## config.mk

```make
export PLATFORM = sky130hd
export DESIGN_NAME = linear_interp_up
export DESIGN_NICKNAME = d
export VERILOG_FILES = /design/src/rtl/linear_interp_up.sv
export SDC_FILE = /design/constraint.sdc
export NUM_CORES = 1
export LEC_CHECK = 0
export CAP_MARGIN = 5
export CORE_MARGIN = 10
export CORE_UTILIZATION = 55
export CTS_CLUSTER_SIZE = 8
export DETAILED_ROUTE_END_ITERATION = 6
export PLACE_DENSITY_LB_ADDON = 0.2
export SLEW_MARGIN = 20
export SYNTH_ARGS = -nofsm -noshare
export SYNTH_HDL_FRONTEND = slang
export SYNTH_SLANG_ARGS = --single-unit
export TNS_END_PERCENT = 30
```

## constraint.sdc

```tcl
create_clock -name clk -period 2.95 [get_ports clk]
set_input_delay 0.295 -clock clk [delete_from_list [all_inputs] [get_ports clk]]
set_output_delay 0.295 -clock clk [all_outputs]
set_load 0.005 [all_outputs]
```

## src/rtl/linear_interp_up.sv

```systemverilog
// Linear-interpolating upsampler: each accepted sample yields 2^interp_sel outputs stepping from prev toward d.
// Latency 1 cycle from input accept to first output; in_ready is low for the whole burst and output holds under backpressure.
module linear_interp_up #(
    parameter int BIT_WIDTH = 24
) (
    input  logic                 clk,
    input  logic                 aclr_n,
    input  logic [2:0]           interp_sel,
    input  logic                 in_valid,
    output logic                 in_ready,
    input  logic [BIT_WIDTH-1:0] d,
    output logic                 out_valid,
    input  logic                 out_ready,
    output logic [BIT_WIDTH-1:0] q
);

    localparam int AW = BIT_WIDTH + 8;
    localparam int SW = BIT_WIDTH + 1;

    typedef enum logic {
        IDLE,
        EMIT
    } state_t;

    state_t                      state;
    logic signed [BIT_WIDTH-1:0] prev;
    logic [2:0]                  k;
    logic [6:0]                  cnt;
    logic signed [AW-1:0]        acc;
    logic signed [SW-1:0]        step;

    logic signed [AW-1:0]        prev_ext;
    logic signed [AW-1:0]        acc_next;
    logic [6:0]                  last_idx;

    assign in_ready = (state == IDLE);
    assign prev_ext = {{8{prev[BIT_WIDTH-1]}}, prev};
    assign acc_next = acc + {{(AW-SW){step[SW-1]}}, step};
    assign last_idx = 7'((8'd1 << k) - 8'd1);

    // acc holds prev*L + i*step exactly; the shift by k is the floor divide by L.
    always_ff @(posedge clk or negedge aclr_n) begin
        if (!aclr_n) begin
            state     <= IDLE;
            out_valid <= 1'b0;
            q         <= '0;
            prev      <= '0;
            acc       <= '0;
            step      <= '0;
            cnt       <= '0;
            k         <= '0;
        end else begin
            case (state)
                IDLE: begin
                    if (in_valid) begin
                        k         <= interp_sel;
                        step      <= {d[BIT_WIDTH-1], d} - {prev[BIT_WIDTH-1], prev};
                        acc       <= prev_ext <<< interp_sel;
                        q         <= prev;
                        prev      <= d;
                        cnt       <= '0;
                        out_valid <= 1'b1;
                        state     <= EMIT;
                    end
                end
                EMIT: begin
                    if (out_valid && out_ready) begin
                        if (cnt == last_idx) begin
                            out_valid <= 1'b0;
                            state     <= IDLE;
                        end else begin
                            acc <= acc_next;
                            q   <= BIT_WIDTH'(acc_next >>> k);
                            cnt <= cnt + 7'd1;
                        end
                    end
                end
                default: state <= IDLE;
            endcase
        end
    end

endmodule

```

**After elaboration in Yosys (flattened, before gate mapping)**

Index checks and enable logic that the tools add are counted.

- Register bits after elaboration: 117
- Input port bits: 31
- Word-level logic and storage cells: 45

- Add/subtract/negate cells: 4
- Equal/unequal tests: 5
- Shift-type cells: 3
- Muxes and demuxes: 20
- Bitwise gates (word level): 1
- Reduce and logical (&&, ||, !) cells: 4

Operator list:

| kind | count |
|---|---|
| 32-bit two-way mux | 3 |
| 24-bit two-way mux | 3 |
| 32-bit one-hot mux with 2 select lines | 1 |
| 24-bit one-hot mux with 2 select lines | 1 |
| 32-bit adder | 1 |
| 24-bit by 3-bit <<< shifter with 32-bit output | 1 |
| 32-bit by 3-bit >>> shifter with 24-bit output | 1 |
| 24-bit by 24-bit subtractor with 25-bit output | 1 |
| 7-bit two-way mux | 3 |
| 7-bit one-hot mux with 2 select lines | 1 |
| 7-bit by 1-bit adder with 7-bit output, second input constant | 1 |
| 7-bit equality test | 1 |
| 1-bit by 3-bit left shift with 7-bit output, first input constant | 1 |
| 7-bit by 1-bit subtractor with 7-bit output, second input constant | 1 |
| 1-bit two-way mux | 6 |
| 3-bit AND reduction | 2 |
| 2-bit by 1-bit != test with 1-bit output, second input constant | 2 |
| 2-bit != test, second input constant | 2 |
| 1-bit one-hot mux with 2 select lines | 2 |
| 2-bit AND reduction | 1 |
| 1-bit logical AND | 1 |
| 1-bit inverter | 1 |

**Depth between registers and ports, before layout**

- Word-level depth: 6
- Depth in mapped cells: 16
- Depth with buffers taken out: 13

**Least setup slack after synthesis**

Ideal clock, no wire load.

- Kind: register to register
- From: register k[0]
- To: register q[10]
- Arrival time: 3.058 ns
- Data required time: 2.822 ns
- Path slack: -0.235 ns
- Stages on the path, launching flop included: 16
- Buffers on the path: 3
- Clock period less this slack: 3.185 ns
- Cell sequence: dfrtp_1 -> buf_2 -> inv_2 -> buf_2 -> nor3_1 -> inv_1 -> ha_1 -> xor2_1 -> o2bb2a_1 -> xor2_1 -> nand4b_1 -> o21bai_1 -> nor2_1 -> clkbuf_1 -> a222oi_1 -> nand2_1

- Longest elaborated chain between the ends: 5
- Elaborated cells on any way between the ends: 9
- Classes of those cells: add/sub (1); eq/ne (2); shift (2); mux (3); reduce/logical (1)

RTL lines:

| item | RTL line | source |
|---|---|---|
| from (decl) | 27 | `logic [2:0] k;` |
| from (signal assigned) | 56 | `k <= interp_sel;` |
| 1-bit by 3-bit left shift with 7-bit output | 39 | `assign last_idx = 7'((8'd1 << k) - 8'd1);` |
| 7-bit by 1-bit subtractor with 7-bit output | 39 |  |
| 7-bit equality test | 68 | `if (cnt == last_idx) begin` |
| 2-bit != test (no source line) | -- |  |
| 3-bit AND reduction (no source line) | -- |  |
| to (signal assigned) | 59 | `q <= prev;` |
| to (signal assigned) | 73 | `q <= BIT_WIDTH'(acc_next >>> k);` |
| to (decl) | 14 | `output logic [BIT_WIDTH-1:0] q` |

Parallel ways exist; a longest one is shown, timed or not. The select of a mux whose other input is x is not followed.
A chain may end at the register's enable or synchronous reset.

**Worst setup path after layout**

- From: register step[8]
- To: register q[18]

- Longest elaborated chain between the ends: 5

RTL lines:

| item | RTL line | source |
|---|---|---|
| from (decl) | 30 | `logic signed [SW-1:0] step;` |
| from (signal assigned) | 57 | `step <= {d[BIT_WIDTH-1], d} - {prev[BIT_WIDTH-1], prev};` |
| 32-bit adder | 38 | `assign acc_next = acc + {{(AW-SW){step[SW-1]}}, step};` |
| 32-bit by 3-bit >>> shifter with 24-bit output | 73 |  |
| 24-bit two-way mux | 68 |  |
| 24-bit two-way mux | 67 | `if (out_valid && out_ready) begin` |
| 24-bit one-hot mux with 2 select lines | 53 | `case (state)` |

Every way passes these cells. The select of a mux whose other input is x is not followed.

==> results.md <==
- Outcome: finished with violations
- Failing checks: negative setup slack
- Fin cells: 1552
- Final TNS setup: -1.732 ns
- CTS root buffer: clkbuf_16
- # IOs: 57
- Clk slew on worst S/H paths: 0.06 ns
- Worst setup SP type: flop
- Vias in the first global route: 9297
- Fillers: 1222
- TritonCTS Buffers: 17
- Most frequent cells in the layout: nand2_1 (168), buf_4 (127), dfrtp_1 (115), a21oi_1 (109), o21ai_0 (109)
- Period Utilization, post-route: 1.077
- Core area: 16760 sq um
- Final Slew Violations: 0
- Final min period: 3.177 ns
- Critical path class: reg2reg
- Final ANT Viol Nets: 0
- Layout cell share with drive strength beyond 1: 0.2117
- Main flop type after synthesis: dfrtp_1
- Vias/cell: 6.342
- Worst Setup End Kind: flop
- Tightest Hold Check Type: in2async
- Floorplan row count: 47
- Worst setup margin: -0.2267 ns
- Layout Skew: 0.01371 ns
- Area share of the largest cell type after synthesis: 0.3060
- Gate Count Post-Synth: 1176
- Synth Register Bits: 116
- Nets: 1408
- CTS tree: done
- First-pass iteration count of the detailed router: 7
- Synthesized Nets: 1265
- Max-cap violations: 0
- Final wirelength: 32.26 mm
- Wire per inst: 20.78 um
- Clk sinks: 116
- Grt ovf: 0
- Die Width: 151.3 um
- Leading area contributor after synthesis: dfrtp_1
- Worst Path Max Fanout: 3
- Required @ worst endpoint: 3.27 ns
- Clk Latency, worst-skew pair: 0.44 ns
- # port buffers: 56
- Initial core utilization: 0.5660
- R2R cell count: 12
- Place WS: -0.4005 ns
- GRT Overall Usage: 0.2749
- Async SR Flop Fraction: 1.000
- Commonest non-fill, non-tap cell in the layout: nand2_1
- First-pass GRT wire length: 49.45 mm
- Post-DP HPWL: 22.70 mm
- Clk buf depth: 2
- Synth cell types: 81
- Worst path arrival time: 3.50 ns
- # DRC: 0
- Warnings, synthesis: 0
- Peak Freq: 314.8 MHz
- Routability cong.: 0.9692
- Iteration-0 DRC Markers: 1325
- Detailed-route via count: 9843
- Actual slew at the worst max-slew pin: 0.7687 ns
- Antenna violations before repair: 0
- Area grow syn2layout: 29.90%
- Unrepaired setup endpoints after global routing: yes
- Cell Count Post-Placement: 1509
- Die H: 151.3 um
- Synth area leaders: dfrtp_1 (31%), ha_1 (7.4%), nand2_1 (6.8%), a21oi_1 (6.2%), o21ai_0 (5.9%)
- Final setup viols: 19
- Mapped cell area: 9487 sq um
- Number of synthesized flops with an enable pin: 0
- Syn Area/Cell: 8.067 sq um
- Slew margin rel.: 0.4828
- Largest net degree at the start of global routing: 85
- R2R setup slack: -0.23 ns
- Final hold vios: 0
- Htree depth: 4
- Sequential area share after synthesis: 0.3060
- DIE AREA: 22900 sq um
- N_diodes: 0
routing by layer:
metal,wire (um),part of all wire,global-route usage,up-vias
met5,0,0,0,-
met4,1060,0.033,0.08277,0
met3,3257,0.10,0.06444,129
met2,14630,0.45,0.4207,550
met1,13310,0.41,0.3772,4645
li1,-,-,-,4519
synth_stat cells (12+ instances only):
cell type  count
a31oi_1       12
o211ai_1      15
o21ai_0      111
buf_1         13
a21oi_1      117
inv_1         49
a211oi_1      15
nand3_1       15
ha_1          56
xnor2_1       24
dfrtp_1      116
mux2i_1       53
nand2_1      171
nor2_1        96
a21o_1        19
xor2_1        31
clkbuf_1      49
nor3_1        13
flip-flops by register name, indices dropped and copies added, names as in the netlist:
name and flops:
out_valid 1, prev 24, state 1, k 3, step 25, q 24, acc 31, cnt 7
metrics by stage:
step                  util  area, sq um  hold slack [ns]
finish              0.7353        12320           0.3564
global route        0.7353        12320           0.3823
CTS                 0.7085        11880           0.3669
detailed placement  0.6621        11100           0.2821
global placement    0.6621        11100           0.2791
floorplan                -         9532       -0.0005911
critical path, stage by stage, from the launching register on:
cell and delay, ns:
dfrtp_1 0.43, ha_1 0.32, buf_4 0.16, a21oi_2 0.18, o21ai_2 0.12, a32oi_4 0.27, buf_4 0.19, nand3_4 0.08
a31oi_2 0.27, xnor2_2 0.12, mux4_2 0.52, a222oi_1 0.30, nand2_1 0.09
worst paths after layout:
path | from | end
max | step[8]$_DFFE_PN0P_ | q[18]$_DFFE_PN0P_
min | aclr_n | prev[6]$_DFFE_PN0P_
max reg2reg | step[8]$_DFFE_PN0P_ | q[18]$_DFFE_PN0P_
min reg2reg | acc[18]$_DFFE_PN0P_ | acc[18]$_DFFE_PN0P_
max in group asynchronous | aclr_n | step[13]$_DFFE_PN0P_
min in group clk | d[10] | prev[10]$_DFFE_PN0P_
kinds of logic after synthesis:
logic type | count (synthesis) | share of synthesized area
AO/OA/AOI/OAI | 395 | 0.2650
AND/OR/NAND/NOR | 362 | 0.1695
buffers and inverters | 122 | 0.05051
flip-flops | 116 | 0.3060
multiplexers | 67 | 0.07848
adder cells (fa/ha/maj) | 58 | 0.07808
XOR/XNOR | 56 | 0.05249
area by class of cell:
cell class                      instances  area [sq um]  area share
Clock inverter                         14         155.1     0.01259
Inverter                               53         198.9     0.01614
Sequential cell                       116          2904      0.2357
Tap cell                              220         275.3     0.02234
Clock buffer                           18         429.2     0.03483
Timing Repair Buffer                  193          1665      0.1351
Multi-Input combinational cell        938          6695      0.5433
what timing repair did:
action	in CTS	in global routing
buffers inserted	4	8
gates resized for setup	28	64
hold endpoints to repair	33	0
pin swaps	13	31
hold buffers	1	0
setup endpoints to repair	21	42
Power is left out: the tool's default activity adds up to more than one toggle a clock period on the data nets, which glitch-free logic cannot reach.
